**src/rtl/comparator_bist.sv**
```systemverilog
// -----------------------------------------------------------------------------
// comparator_bist
//
// Built-in self-test sequencer for a WIDTH-bit combinational magnitude
// comparator. It sweeps every operand pair {A,B} (B inner loop, A outer loop)
// and holds each pair for SETTLE+1 cycles. On the last cycle of each pair it
// checks the comparator's three result flags against the unsigned compare of
// A and B. It reports pass/fail, a mismatch count and the first failing vector.
//
// Ports:
//   clk, rst_n          clock (rising edge) and async active-low reset
//   start               begin a sweep (accepted only when idle)
//   abort               stop a running sweep; partial error info is kept
//   A, B                operands driven to the comparator under test
//   A_equal_B,
//   A_greater_B,
//   B_greater_A         result flags returned by the comparator
//   busy                sweep in progress
//   done                one-cycle pulse when a sweep completes
//   pass                completed sweep had no mismatches (held until restart)
//   err_count           mismatching pairs in the current or last sweep
//   fail_valid          a mismatch has been captured
//   fail_a, fail_b      operands of the first mismatching pair
//   fail_flags          flags {eq, gt, lt} observed at the first mismatch
// -----------------------------------------------------------------------------
module comparator_bist #(
   parameter int WIDTH  = 2,
   parameter int SETTLE = 2
) (
   input  logic               clk,
   input  logic               rst_n,
   input  logic               start,
   input  logic               abort,
   output logic [WIDTH-1:0]   A,
   output logic [WIDTH-1:0]   B,
   input  logic               A_equal_B,
   input  logic               A_greater_B,
   input  logic               B_greater_A,
   output logic               busy,
   output logic               done,
   output logic               pass,
   output logic [2*WIDTH:0]   err_count,
   output logic               fail_valid,
   output logic [WIDTH-1:0]   fail_a,
   output logic [WIDTH-1:0]   fail_b,
   output logic [2:0]         fail_flags
);

   localparam int EW = 2*WIDTH + 1;

   typedef enum logic [1:0] {IDLE, WAIT, DONE} state_t;

   state_t     state;
   state_t     state_next;
   logic [3:0] settle_cnt;
   logic       sample_now;
   logic       last_pair;
   logic       mismatch;
   logic [2:0] observed;
   logic [2:0] expected;

   // Sample point is the last cycle of the current pair; the pair after
   // (max,max) does not exist, so that sample also ends the sweep.
   always_comb begin
      sample_now = (state == WAIT) && (settle_cnt == 4'(SETTLE));
      last_pair  = (A == '1) && (B == '1);
      observed   = {A_equal_B, A_greater_B, B_greater_A};
      expected   = {(A == B), (A > B), (A < B)};
      mismatch   = (observed != expected);
   end

   // State register.
   always_ff @(posedge clk or negedge rst_n) begin
      if (!rst_n) begin
         state <= IDLE;
      end else begin
         state <= state_next;
      end
   end

   // Next-state logic; abort wins over a sample on the same edge, and DONE
   // always falls back to IDLE regardless of start.
   always_comb begin
      state_next = state;
      case (state)
         IDLE: begin
            if (start) begin
               state_next = WAIT;
            end
         end
         WAIT: begin
            if (abort) begin
               state_next = IDLE;
            end else if (sample_now && last_pair) begin
               state_next = DONE;
            end
         end
         DONE: begin
            state_next = IDLE;
         end
         default: begin
            state_next = IDLE;
         end
      endcase
   end

   // State-decoded outputs.
   always_comb begin
      busy = 1'b0;
      done = 1'b0;
      case (state)
         WAIT:    busy = 1'b1;
         DONE:    done = 1'b1;
         default: ;
      endcase
   end

   // Operand walk, settle counter and result capture. The next pair is
   // loaded on the same edge the current pair is sampled. The final pair is
   // left on A/B after the sweep ends.
   always_ff @(posedge clk or negedge rst_n) begin
      if (!rst_n) begin
         A          <= '0;
         B          <= '0;
         settle_cnt <= '0;
         pass       <= 1'b0;
         err_count  <= '0;
         fail_valid <= 1'b0;
         fail_a     <= '0;
         fail_b     <= '0;
         fail_flags <= '0;
      end else begin
         case (state)
            IDLE: begin
               if (start) begin
                  A          <= '0;
                  B          <= '0;
                  settle_cnt <= '0;
                  pass       <= 1'b0;
                  err_count  <= '0;
                  fail_valid <= 1'b0;
               end
            end
            WAIT: begin
               if (abort) begin
                  A          <= '0;
                  B          <= '0;
                  settle_cnt <= '0;
                  pass       <= 1'b0;
               end else if (sample_now) begin
                  settle_cnt <= '0;
                  if (mismatch) begin
                     err_count <= err_count + EW'(1);
                     if (!fail_valid) begin
                        fail_valid <= 1'b1;
                        fail_a     <= A;
                        fail_b     <= B;
                        fail_flags <= observed;
                     end
                  end
                  if (last_pair) begin
                     pass <= (err_count == '0) && !mismatch;
                  end else if (B == '1) begin
                     B <= '0;
                     A <= A + WIDTH'(1);
                  end else begin
                     B <= B + WIDTH'(1);
                  end
               end else begin
                  settle_cnt <= settle_cnt + 4'd1;
               end
            end
            default: ;
         endcase
      end
   end

endmodule

```
**config.mk**
```make
export PLATFORM = sky130hd
export DESIGN_NAME = comparator_bist
export DESIGN_NICKNAME = d
export VERILOG_FILES = /design/src/rtl/comparator_bist.sv
export SDC_FILE = /design/constraint.sdc
export NUM_CORES = 1
export LEC_CHECK = 0
export ABC_AREA = 1
export ABC_CLOCK_PERIOD_IN_PS = 2000
export BUFFER_PORTS_ARGS = -buffer_cell sky130_fd_sc_hd__buf_2
export CAP_MARGIN = 20
export CORE_MARGIN = 3
export CORE_UTILIZATION = 52
export CTS_CLUSTER_DIAMETER = 80
export DETAILED_ROUTE_END_ITERATION = 10
export PLACE_DENSITY = 0.73
export RECOVER_POWER = 100
export SYNTH_ARGS = -nofsm -noshare
export SYNTH_HDL_FRONTEND = slang
export SYNTH_SLANG_ARGS = --single-unit
```
**constraint.sdc**
```tcl
create_clock -name clk -period 2 [get_ports clk]
set_input_delay 0.5 -clock clk [delete_from_list [all_inputs] [get_ports clk]]
set_output_delay 0.5 -clock clk [all_outputs]
set_load 0.01 [all_outputs]
```
==> results of run 1 <==
cells in the final DEF (no fill, tap or decap):
master	count
o22ai_1	1
dfrtp_1	24
nor2_8	1
o21ai_1	3
nand2_2	2
bufinv_16	1
o21ai_2	1
nor3_1	4
buf_4	1
buf_2	8
inv_1	24
nor3_4	1
nor2_1	11
clkbuf_1	19
a31oi_1	1
o31ai_1	1
clkbuf_4	4
nand2_1	46
and3_1	1
nor2_4	2
nand4_1	1
a21oi_1	7
o21ai_0	9
nand2_4	3
inv_4	1
nand3_1	15
ha_1	8
metal layers:
metal	track usage (%)	wire (um)	vias up
met2	32.5	1400	37
met1	23.7	1260	574
li1	-	-	606
met3	4.75	214	6
met5	0	0	-
met4	7.62	51	0
registers in the layout, indices dropped and copies added (netlist names):
register / count
A: 2
B: 2
err_count: 5
fail_a: 2
fail_b: 2
fail_flags: 3
fail_valid: 1
pass: 1
settle_cnt: 4
state: 2
worst paths after layout:
kind / startpoint / endpoint
max: B[1] / err_count[3]
min: rst_n / fail_b[1]
max reg2reg: B[1] / err_count[3]
min reg2reg: fail_a[1] / fail_a[1]
max in group asynchronous: rst_n / err_count[4]
min in group clk: A_equal_B / fail_flags[2]
what timing repair did:
item                       in CTS  in global routing
resized for setup               0                  5
setup buffers                   0                  2
setup endpoints to repair       0                 13
hold buffers                    0                  0
cell families after synthesis:
logic type / synth area share (%)
adder cells (fa/ha/maj): 7.33
flip-flops: 44.0
AO/OA/AOI/OAI: 10.7
buffers and inverters: 7.88
AND/OR/NAND/NOR: 30.1
layout make-up:
type	instances	area, um2
timing repair buffer	29	126
tap	28	35.0
multi-input combinational	118	651
sequential	24	601
fill	197	778
inverter	25	96.3
clock inverter	1	30.0
clock buffer	3	22.5
worst max-delay path: stages, from the launching register on:
cell,delay [ps]
dfrtp_1,400
inv_1,70
ha_1,310
nand2_1,130
nand2_1,60
nand2_1,70
nand2_1,60
nor2_1,130
nand2_2,120
nand2_1,100
nand2_2,110
nand2_4,110
nand2_1,50
nand2_1,60
power by group:
group / switching, uW / internal (uW) / leakage (uW)
Combinational: 748 / 392 / 0.000453
Sequential: 154 / 651 / 0.000318
Clock: 154 / 203 / 0.0000279
through the flow:
stage	utilization [%]	area, um2	setup TNS (ps)	setup WS, ps
after floorplan	-	1370	0	271
after global placement	65.3	1530	0	187
after detailed placement	65.3	1530	0	105
after CTS	67.5	1580	0	72.1
after global routing	66.7	1560	-40.0	-24.0
final	66.7	1560	0	154
==> metrics.md, run 1 <==
| Metric | Value |
|---|---|
| Outcome | completed |
| Final hold vios | 0 |
| Leakage | 0.000799 uW |
| Most used DFF post-synth | dfrtp_1 |
| R2R Setup Slk | 150 ps |
| Ys Warns | 0 |
| Global route overflow | 0 |
| Sink Count | 24 |
| Post-Route Skew | 16.5 ps |
| Final Non-Filler Cells | 228 |
| Drt pass-1 iters | 4 |
| Ys async rst share | 100% |
| Number of DRC markers in iteration 0 | 57 |
| Via Count | 1223 |
| GP Congestion | 0.809 |
| Vias per cell | 5.36 |
| Die H | 57.3 um |
| Die area | 3280 um2 |
| Core ar. | 2340 um2 |
| Clock slew at reported path FFs | 140 ps |
| Critical path class | flop to flop |
| WHS | 415 ps |
| Mapped Area | 1370 um2 |
| Flops & latches, synth | 24 |
| Placed cells | 222 |
| Synth Instances | 168 |
| Worst Hold Class | input port to async pin |
| Clk root buf | clkbuf_4 |
| Synth Net Count | 183 |
| Antenna-violating nets left | 0 |
| Slew margin rel. | 13.6% |
| Post-synth EDFFs | 0 |
| Synth top cells by count | nand2_1 (48), dfrtp_1 (24), inv_1 (22), nand3_1 (15), nor2_1 (11) |
| H-tree depth | 1 |
| Initial Utilization | 58.4% |
| Clock buffer depth | 2 |
| Largest net degree at the start of global routing | 25 |
| Startpoint Class | flop |
| Antenna cells | 0 |
| Max-cap violations | 0 |
| Post-synthesis sequential area ratio | 44.0% |
| Minimum clock period | 1850 ps |
| DRC | 0 |
| Post-synth top area cell | dfrtp_1 |
| R2R depth | 13 |
| Skew-Pair Late Insertion Delay | 330 ps |
| IO buf count | 26 |
| Global Route Usage Sum | 19.3% |
| DIE WIDTH | 57.3 um |
| Post-synth cell types | 24 |
| Wirelength per Cell | 12.8 um |
| DRT Wirelength | 2.92 mm |
| Final worst path period share | 92.3% |
| Total power | 2300 uW |
| Worst-Margin Slew | 1300 ps |
| HPWL Detailed | 2.16 mm |
| Critical Path Sink Type | flop |
| Vias in the first global route | 1128 |
| CP max FO | 6 |
| Fraction of layout cells with a size suffix above 1 | 12.5% |
| CTS tree | built |
| Yosys top cell area share | 44.0% |
| Pwr dens | 1470 nW/um2 |
| Initial antenna violation count | 0 |
| Crit path required time | 2270 ps |
| Mean Syn Cell Area | 8.13 um2 |
| Peak supply drop | 0.958 mV |
| I/O pin cnt | 27 |
| Syn-to-layout area delta | 14.3% |
| Slew Limit Fails | 0 |
| FMAX | 542 MHz |
| Area contributors post-synth | dfrtp_1 (44%), nand2_1 (13%), ha_1 (7.3%) |
| Global-route wire length before repair | 4.94 mm |
| Total Nets Final | 216 |
| CP arrival | 2110 ps |
| # rows | 17 |
| Final setup fails | 0 |
| CTS buffer count | 3 |
| Most common cell in the netlist | nand2_1 |
Note: power is estimated with default switching activity, not from simulation.
==> inputs of run 2 (changes only) <==
--- a/config.mk
+++ b/config.mk
@@ -13,7 +13,7 @@
 export CORE_UTILIZATION = 52
 export CTS_CLUSTER_DIAMETER = 80
 export DETAILED_ROUTE_END_ITERATION = 10
-export PLACE_DENSITY = 0.73
+export PLACE_DENSITY = 0.77
 export RECOVER_POWER = 100
 export SYNTH_ARGS = -nofsm -noshare
 export SYNTH_HDL_FRONTEND = slang
==> run 2 against run 1 <==
  * Worst hold slack improved by 9.6 ps
  * Clock power shrank 29%
  * Maximum frequency rose by 4.2%
  * Utilization fell by 0.59 points
  * Total power down 4.3%
  * Global-route usage fell by 0.094 points
  * Non-clock buffer count stayed put
  * Clock-buffer cell count rose by 1
  * Largest cell class unchanged
==> metrics.md, run 2 (synthesized netlist as in run 1, its figures left out) <==
| Metric | Value |
|---|---|
| Syn-to-layout area delta | 13.3% |
| Setup TNS | 0 ps (unchanged) |
| Largest net degree at the start of global routing | 25 (unchanged) |
| Critical Path Sink Type | flop |
| Post-Route Skew | 5.10 ps (-11.4 ps) |
| Core ar. | 2340 um2 (unchanged) |
| Int Power | 1150 uW (-7.6%) |
| DRC | 0 (unchanged) |
| Global-route wire length before repair | 5.07 mm (+2.7%) |
| IO buf count | 26 (unchanged) |
| CTS tree | built |
| CP arrival | 1990 ps (-120 ps) |
| Outcome | completed |
| Crit path cell chain | inv_2 > ha_1 > nand2_1 > nand2_1 > nand2_1 > nand2_1 > nand2_1 > nand2_2 > nand2_1 > nand2_2 > nand2_4 > nand2_1 > nand2_1 |
| Max-cap violations | 0 (unchanged) |
| Vias per cell | 5.40 (+0.65%) |
| Largest register FFs | 5 (unchanged) |
| Comb pwr share | 51.8% (+2.2 points) |
| CTS buffer count | 3 (unchanged) |
| H-tree depth | 1 (unchanged) |
| Commonest cells after routing, fill and taps aside | nand2_1 (46), dfrtp_1 (24), inv_1 (23), clkbuf_1 (21), nand3_1 (15) |
| Top Registers | err_count: 5 flops, settle_cnt: 4 flops, fail_flags: 3 flops |
| Number of DRC markers in iteration 0 | 43 (-25%) |
| DIE WIDTH | 57.3 um (unchanged) |
| Worst setup margin | 229 ps (+74.6 ps) |
| Seq pwr share | 36.6% (+1.7 points) |
| Total Nets Final | 216 (unchanged) |
| Clk network pwr share | 11.6% (-3.9 points) |
| HPWL Detailed | 2.20 mm (+2.2%) |
| Minimum clock period | 1770 ps (-74.6 ps) |
| Largest reg by FF count | err_count |
| Wirelength per Cell | 12.5 um (-2.6%) |
| Switching Share | 47.7% (+1.8 points) |
| Antenna-violating nets left | 0 (unchanged) |
| Pwr dens | 1420 nW/um2 (-3.5%) |
| Die area | 3280 um2 (unchanged) |
| Leakage | 0.000787 uW (-1.5%) |
| Clock buffer depth | 2 (unchanged) |
| Crit path required time | 2220 ps (-50 ps) |
| # rows | 17 (unchanged) |
| Drt pass-1 iters | 4 (unchanged) |
| Die H | 57.3 um (unchanged) |
| Max incr delay on CP | 410 ps (about the same) |
| DRT Wirelength | 2.85 mm (-2.6%) |
| Global route overflow | 0 (unchanged) |
| Via Count | 1231 (+0.65%) |
| FMAX | 565 MHz (+4.2%) |
| Startpoint Class | flop |
| Clk root buf | clkbuf_4 |
| I/O pin cnt | 27 (unchanged) |
| Final worst path period share | 88.5% (-3.7 points) |
| CP bufs+invs | 1 (unchanged) |
| Slew margin rel. | 15.8% (+2.2 points) |
| Crit path max-delay family | simple AND/OR/NAND/NOR gates |
| Final hold vios | 0 (unchanged) |
| Skew-Pair Late Insertion Delay | 310 ps (-20 ps) |
| Cell repeated most along the worst path | nand2_1 |
| Pre-CTS setup slack | 81.8 ps (-22.7 ps) |
| Fraction of layout cells with a size suffix above 1 | 13.0% (+0.50 points) |
| Peak supply drop | 0.806 mV (-16%) |
| CP max FO | 6 (unchanged) |
| Most common cell after layout, fill and taps aside | nand2_1 |
| Sink Count | 24 (unchanged) |
| Crit-path slowest cell | dfrtp_1 |
| RSZ-0062 raised after global routing | no |
| Sw Pwr | 1050 uW (-0.51%) |
| Antenna cells | 0 (unchanged) |
| Final setup fails | 0 (unchanged) |
| Worst Hold Class | input port to async pin |
| Global Route Usage Sum | 19.2% (-0.094 points) |
| Worst-Margin Slew | 1260 ps (-33.2 ps) |
| Initial Utilization | 58.4% (unchanged) |
| Critical path class | flop to flop |
| Vias in the first global route | 1213 (+7.5%) |
| GP Congestion | 0.843 (+4.2%) |
| Initial antenna violation count | 0 (unchanged) |
| Clock slew at reported path FFs | 130 ps (about the same) |
| Slew Limit Fails | 0 (unchanged) |
-- run 2: cell count changes in the layout (fill, tap and decap cells not counted), sizes merged --
cell,previous run,this run
clkbuf,23,25
buf,9,8
bufinv,1,0
-- run 2: power groups by stage --
stage               combinational [uW]  clock (uW)  sequential (uW)
finish                            1140         255              807
global route                      1310         280              830
CTS                               1170         260              807
detailed placement                1160           0              818
global placement                  1110           0              805
floorplan                          760           0              861
-- run 2: metal layers --
layer / track usage, % / part of all wire [%] / vias up
met5: 0 / 0 / -
met4: 7.28 / 0.95 / 0
met1: 22.9 / 41 / 592
met3: 2.94 / 5.4 / 4
met2: 34.6 / 52 / 31
li1: - / - / 604
-- run 2: final timing paths --
path / start / end / slack, ps / depth (start not counted)
max: B[1] / err_count[1] / 230 / 13
min: rst_n / fail_b[0] / 420 / 1
max reg2reg: B[1] / err_count[1] / 230 / 13
min reg2reg: fail_a[1] / fail_a[1] / 500 / 2
max in group asynchronous: rst_n / B[1] / 840 / 1
min in group clk: A_equal_B / fail_flags[2] / 450 / 3
-- run 2: worst register-to-register path, cell delays in order (launching register included) --
cell and delay [ps]:
dfrtp_1 410, inv_2 60, ha_1 310, nand2_1 100
nand2_1 80, nand2_1 50, nand2_1 50, nand2_1 60
nand2_2 120, nand2_1 80, nand2_2 140, nand2_4 90
nand2_1 80, nand2_1 60
-- run 2: area by class of cell --
cell class,instances,area (um2)
flip-flops and latches,24,601
well taps,28,35.0
clock buffers,4,36.3
fillers,218,792
multi-input cells,118,658
inverters,25,96.3
repair buffers,29,121
-- run 2: what timing repair did --
action	4_1_cts	5_1_grt
hold buffers	0	0
gates resized for setup	0	6
buffers inserted	0	1
hold endpoints to repair	0	0
setup endpoints to repair	0	12
-- run 2: per-stage QoR --
stage	cell area (um2)	cells	util, %	hold WS [ps]	power, uW
6_report	1550	228	66.1	424	2200
5_1_grt	1550	228	66.1	463	2420
4_1_cts	1570	227	67.2	155	2240
3_5_place_dp	1540	223	65.6	470	1980
3_3_place_gp	1540	223	65.6	454	1920
2_1_floorplan	1370	168	-	204	1620
==> inputs of run 3 (changes only) <==
--- a/config.mk
+++ b/config.mk
@@ -5,7 +5,6 @@
 export SDC_FILE = /design/constraint.sdc
 export NUM_CORES = 1
 export LEC_CHECK = 0
-export ABC_AREA = 1
 export ABC_CLOCK_PERIOD_IN_PS = 2000
 export BUFFER_PORTS_ARGS = -buffer_cell sky130_fd_sc_hd__buf_2
 export CAP_MARGIN = 20
==> run 3 against run 2 <==
  * Combinational power fell by 72%
  * Clock-buffer cell count did not move
  * Cell count fell by 11%
  * Critical path type unchanged
  * Maximum frequency fell by 14%
  * Sequential cell count did not move
  * Clock skew fell by 0.61 ps
  * Worst hold slack got worse by 7.2 ps
  * First-iteration DRC count rose by 2.3%
  * Total power fell by 45%
  * The run now ends with setup timing left
  * Worst setup slack got worse by 290 ps
  * Utilization rose by 5.3 points
  * Sequential share of layout area fell by 2.8 points
==> metrics.md, run 3 <==
| Metric | Value |
|---|---|
| Final hold vios | 0 (unchanged) |
| Worst Setup SP | A[1] |
| Drt pass-1 iters | 4 (unchanged) |
| GP Congestion | 0.817 (-3.1%) |
| Vias per cell | 5.98 (+11%) |
| Largest net degree at the start of global routing | 25 (unchanged) |
| Total Nets Final | 191 (-12%) |
| Most used DFF post-synth | dfrtp_1 |
| CP max FO | 7 (+1) |
| Yosys top cell area share | 44.5% (+0.53 points) |
| DIE WIDTH | 57.0 um (-0.53%) |
| Slew Limit Fails | 0 (unchanged) |
| Post-synthesis sequential area ratio | 44.5% (+0.53 points) |
| Initial Utilization | 57.7% (-0.70 points) |
| FF-to-FF Start | A[1] |
| Minimum clock period | 2060 ps (+289 ps) |
| Post-synth top area cell | dfrtp_1 |
| Peak supply drop | 0.546 mV (-32%) |
| Worst Hold Class | input port to async pin |
| Synth top cells by count | dfrtp_1 (24), nand2_1 (20), o21ai_0 (16), ha_1 (8) |
| Worst setup margin | -59.9 ps (-289 ps) |
| Total power | 1200 uW (-45%) |
| RR Endpoint | fail_flags[0] |
| Final worst path period share | 103% (+14 points) |
| Failing checks | setup timing |
| Ys Warns | 0 (unchanged) |
| Wirelength per Cell | 15.1 um (+21%) |
| Design area | 1670 um2 (+8.0%) |
| Slew margin rel. | 13.5% (-2.3 points) |
| Synth Instances | 133 (-21%) |
| Number of DRC markers in iteration 0 | 44 (+2.3%) |
| WHS | 417 ps (-7.18 ps) |
| Vias in the first global route | 1215 (+0.16%) |
| Mean Syn Cell Area | 10.2 um2 (+25%) |
| Fillers | 200 (-8.3%) |
| Termination of the worst setup path | fail_flags[0] |
| Synth Net Count | 148 (-19%) |
| RSZ-0062 raised after global routing | yes |
| Most common cell in the netlist | dfrtp_1 |
| Final setup fails | 7 (+7) |
| Crit path required time | 2230 ps (about the same) |
| Largest register FFs | 5 (unchanged) |
| Fraction of layout cells with a size suffix above 1 | 26.9% (+14 points) |
| Core ar. | 2340 um2 (unchanged) |
| Top sig layer | met4 |
| Skew-Pair Late Insertion Delay | 330 ps (+20 ps) |
| Die area | 3240 um2 (-1.1%) |
| Ys async rst share | 100% (unchanged) |
| IO buf count | 26 (unchanged) |
| Routed length on met2 | 1.48 mm (-0.27%) |
| Commonest cells after routing, fill and taps aside | dfrtp_1 (23), nand2_1 (20), clkbuf_1 (20), o21ai_0 (15) |
| Cts hold-fix bufs | 0 (unchanged) |
| Startpoint Class | flop |
| CTS buffer count | 3 (unchanged) |
| Critical path class | flop to flop |
| R2R Setup Slk | -60 ps (-290 ps) |
| DRT Wirelength | 3.07 mm (+7.8%) |
| Sink Count | 24 (unchanged) |
| Clock buffer depth | 2 (unchanged) |
| Outcome | complete, but fails checks |
| Top Registers | err_count: 5 flops, settle_cnt: 4 flops, fail_flags: 3 flops |
| Antenna cells | 0 (unchanged) |
| Area contributors post-synth | dfrtp_1 (44%), ha_1 (7.4%), o21ai_0 (5.9%) |
| Post-synth cell types | 38 (+58%) |
| Setup TNS | -269 ps (-269 ps) |
| Global Route Usage Sum | 21.3% (+2.1 points) |
| H-tree depth | 1 (unchanged) |
| CP arrival | 2290 ps (+300 ps) |
| Max-cap violations | 0 (unchanged) |
| Area after DPL | 1640 um2 (+6.8%) |
| Clock slew at reported path FFs | 140 ps (about the same) |
| Clk root buf | clkbuf_4 |
| HPWL Detailed | 2.32 mm (+5.1%) |
| Register area | 602 um2 (+0.21%) |
| Multi-input logic area | 768 um2 (+17%) |
| Pwr dens | 718 nW/um2 (-49%) |
| Largest reg by FF count | err_count |
| Initial antenna violation count | 0 (unchanged) |
| Most common cell after layout, fill and taps aside | dfrtp_1 |
| Leakage | 0.000750 uW (-4.7%) |
| CTS tree | built |
| FMAX | 485 MHz (-14%) |
| Flops & latches, synth | 24 (unchanged) |
| Post-Route Skew | 4.50 ps (-0.606 ps) |
| Metal-1 WL | 1.35 mm (+15%) |
| Critical Path Sink Type | flop |
| # rows | 17 (unchanged) |
| Antenna-violating nets left | 0 (unchanged) |
| Global route overflow | 0 (unchanged) |
| I/O pin cnt | 27 (unchanged) |
| Die H | 57.0 um (-0.53%) |
| Mapped Area | 1350 um2 (-1.2%) |
| Global-route wire length before repair | 5.46 mm (+7.6%) |
| Syn-to-layout area delta | 23.8% |
| R2R depth | 6 (-7) |
| DRC | 0 (unchanged) |
| DR WL met3 | 168 um (+9.1%) |
| Post-synth EDFFs | 0 (unchanged) |
| Via Count | 1213 (-1.5%) |
| Worst-Margin Slew | 1300 ps (+34.1 ps) |
==> run 3: cell count changes in the layout (fill, tap and decap cells not counted), sizes merged, moves of 6 or more <==
| cell | delta |
|---|---|
| nand2 | -31 |
| inv | -20 |
| buf | +13 |
| a21oi | -6 |
| nor2 | -7 |
| mux2 | +7 |
| nand3 | -10 |
==> run 3: worst min-delay path by stage <==
stage / startpoint / end / slack, ps / depth (start not counted)
floorplan: rst_n / A[0] / 200 / 0
global placement: pass / pass / 470 / 2
detailed placement: pass / pass / 470 / 2
CTS: rst_n / pass / 150 / 1
global route: A_equal_B / fail_flags[2] / 450 / 2
finish: rst_n / settle_cnt[3] / 420 / 1
==> run 3: worst max-delay path: stages, from the launching register on <==
cell and delay, ps:
dfrtp_2 450, ha_4 240, and2b_2 230, o311a_4 330
a211oi_4 210, buf_6 170, mux2_2 330
==> run 3: logic make-up (layout without fill, tap and decap cells) <==
logic type | after synthesis | count (layout) | synth area share [%]
AND/OR/NAND/NOR | 50 | 50 | 19.8
AO/OA/AOI/OAI | 32 | 32 | 17.2
flip-flops | 24 | 24 | 44.5
multiplexers | 9 | 9 | 7.32
adder cells (fa/ha/maj) | 8 | 8 | 7.41
buffers and inverters | 8 | 50 | 2.41
XOR/XNOR | 2 | 2 | 1.30
==> run 3: repair_timing <==
action	4_1_cts	5_1_grt
pin swaps	0	1
buffers inserted	0	1
endpoints found under the setup margin	13	13
endpoints found under the hold margin	0	0
gates resized for setup	4	6
==> run 3: final cells by class <==
type                            instances  share of cell area (%)
Clock buffer                            4                    2.17
Tap cell                               28                    2.10
Timing Repair Buffer                   41                    12.6
Sequential cell                        24                    36.0
Multi-Input combinational cell        101                    46.0
Inverter                                5                    1.12
==> run 3: metrics by stage <==
| step | worst slack [ps] | std cells | utilization, % |
|---|---|---|---|
| floorplan | -109 | 133 | - |
| global placement | -52.2 | 198 | 70.1 |
| detailed placement | -58.7 | 198 | 70.1 |
| CTS | -51.0 | 202 | 72.2 |
| global route | -138 | 203 | 71.4 |
| finish | -59.9 | 203 | 71.4 |
==> run 3: power breakdown <==
group          internal, uW  switching, uW  leakage, uW
sequential              548           64.9     0.000316
combinational           145            175     0.000414
clock                   112            156    0.0000210
total                   805            396     0.000750
==> run 3: metal layers <==
| layer | up-vias | track usage, % |
|---|---|---|
| li1 | 562 | - |
| met1 | 601 | 27.7 |
| met2 | 43 | 34.9 |
| met3 | 7 | 3.85 |
| met4 | 0 | 8.94 |
| met5 | - | 0 |
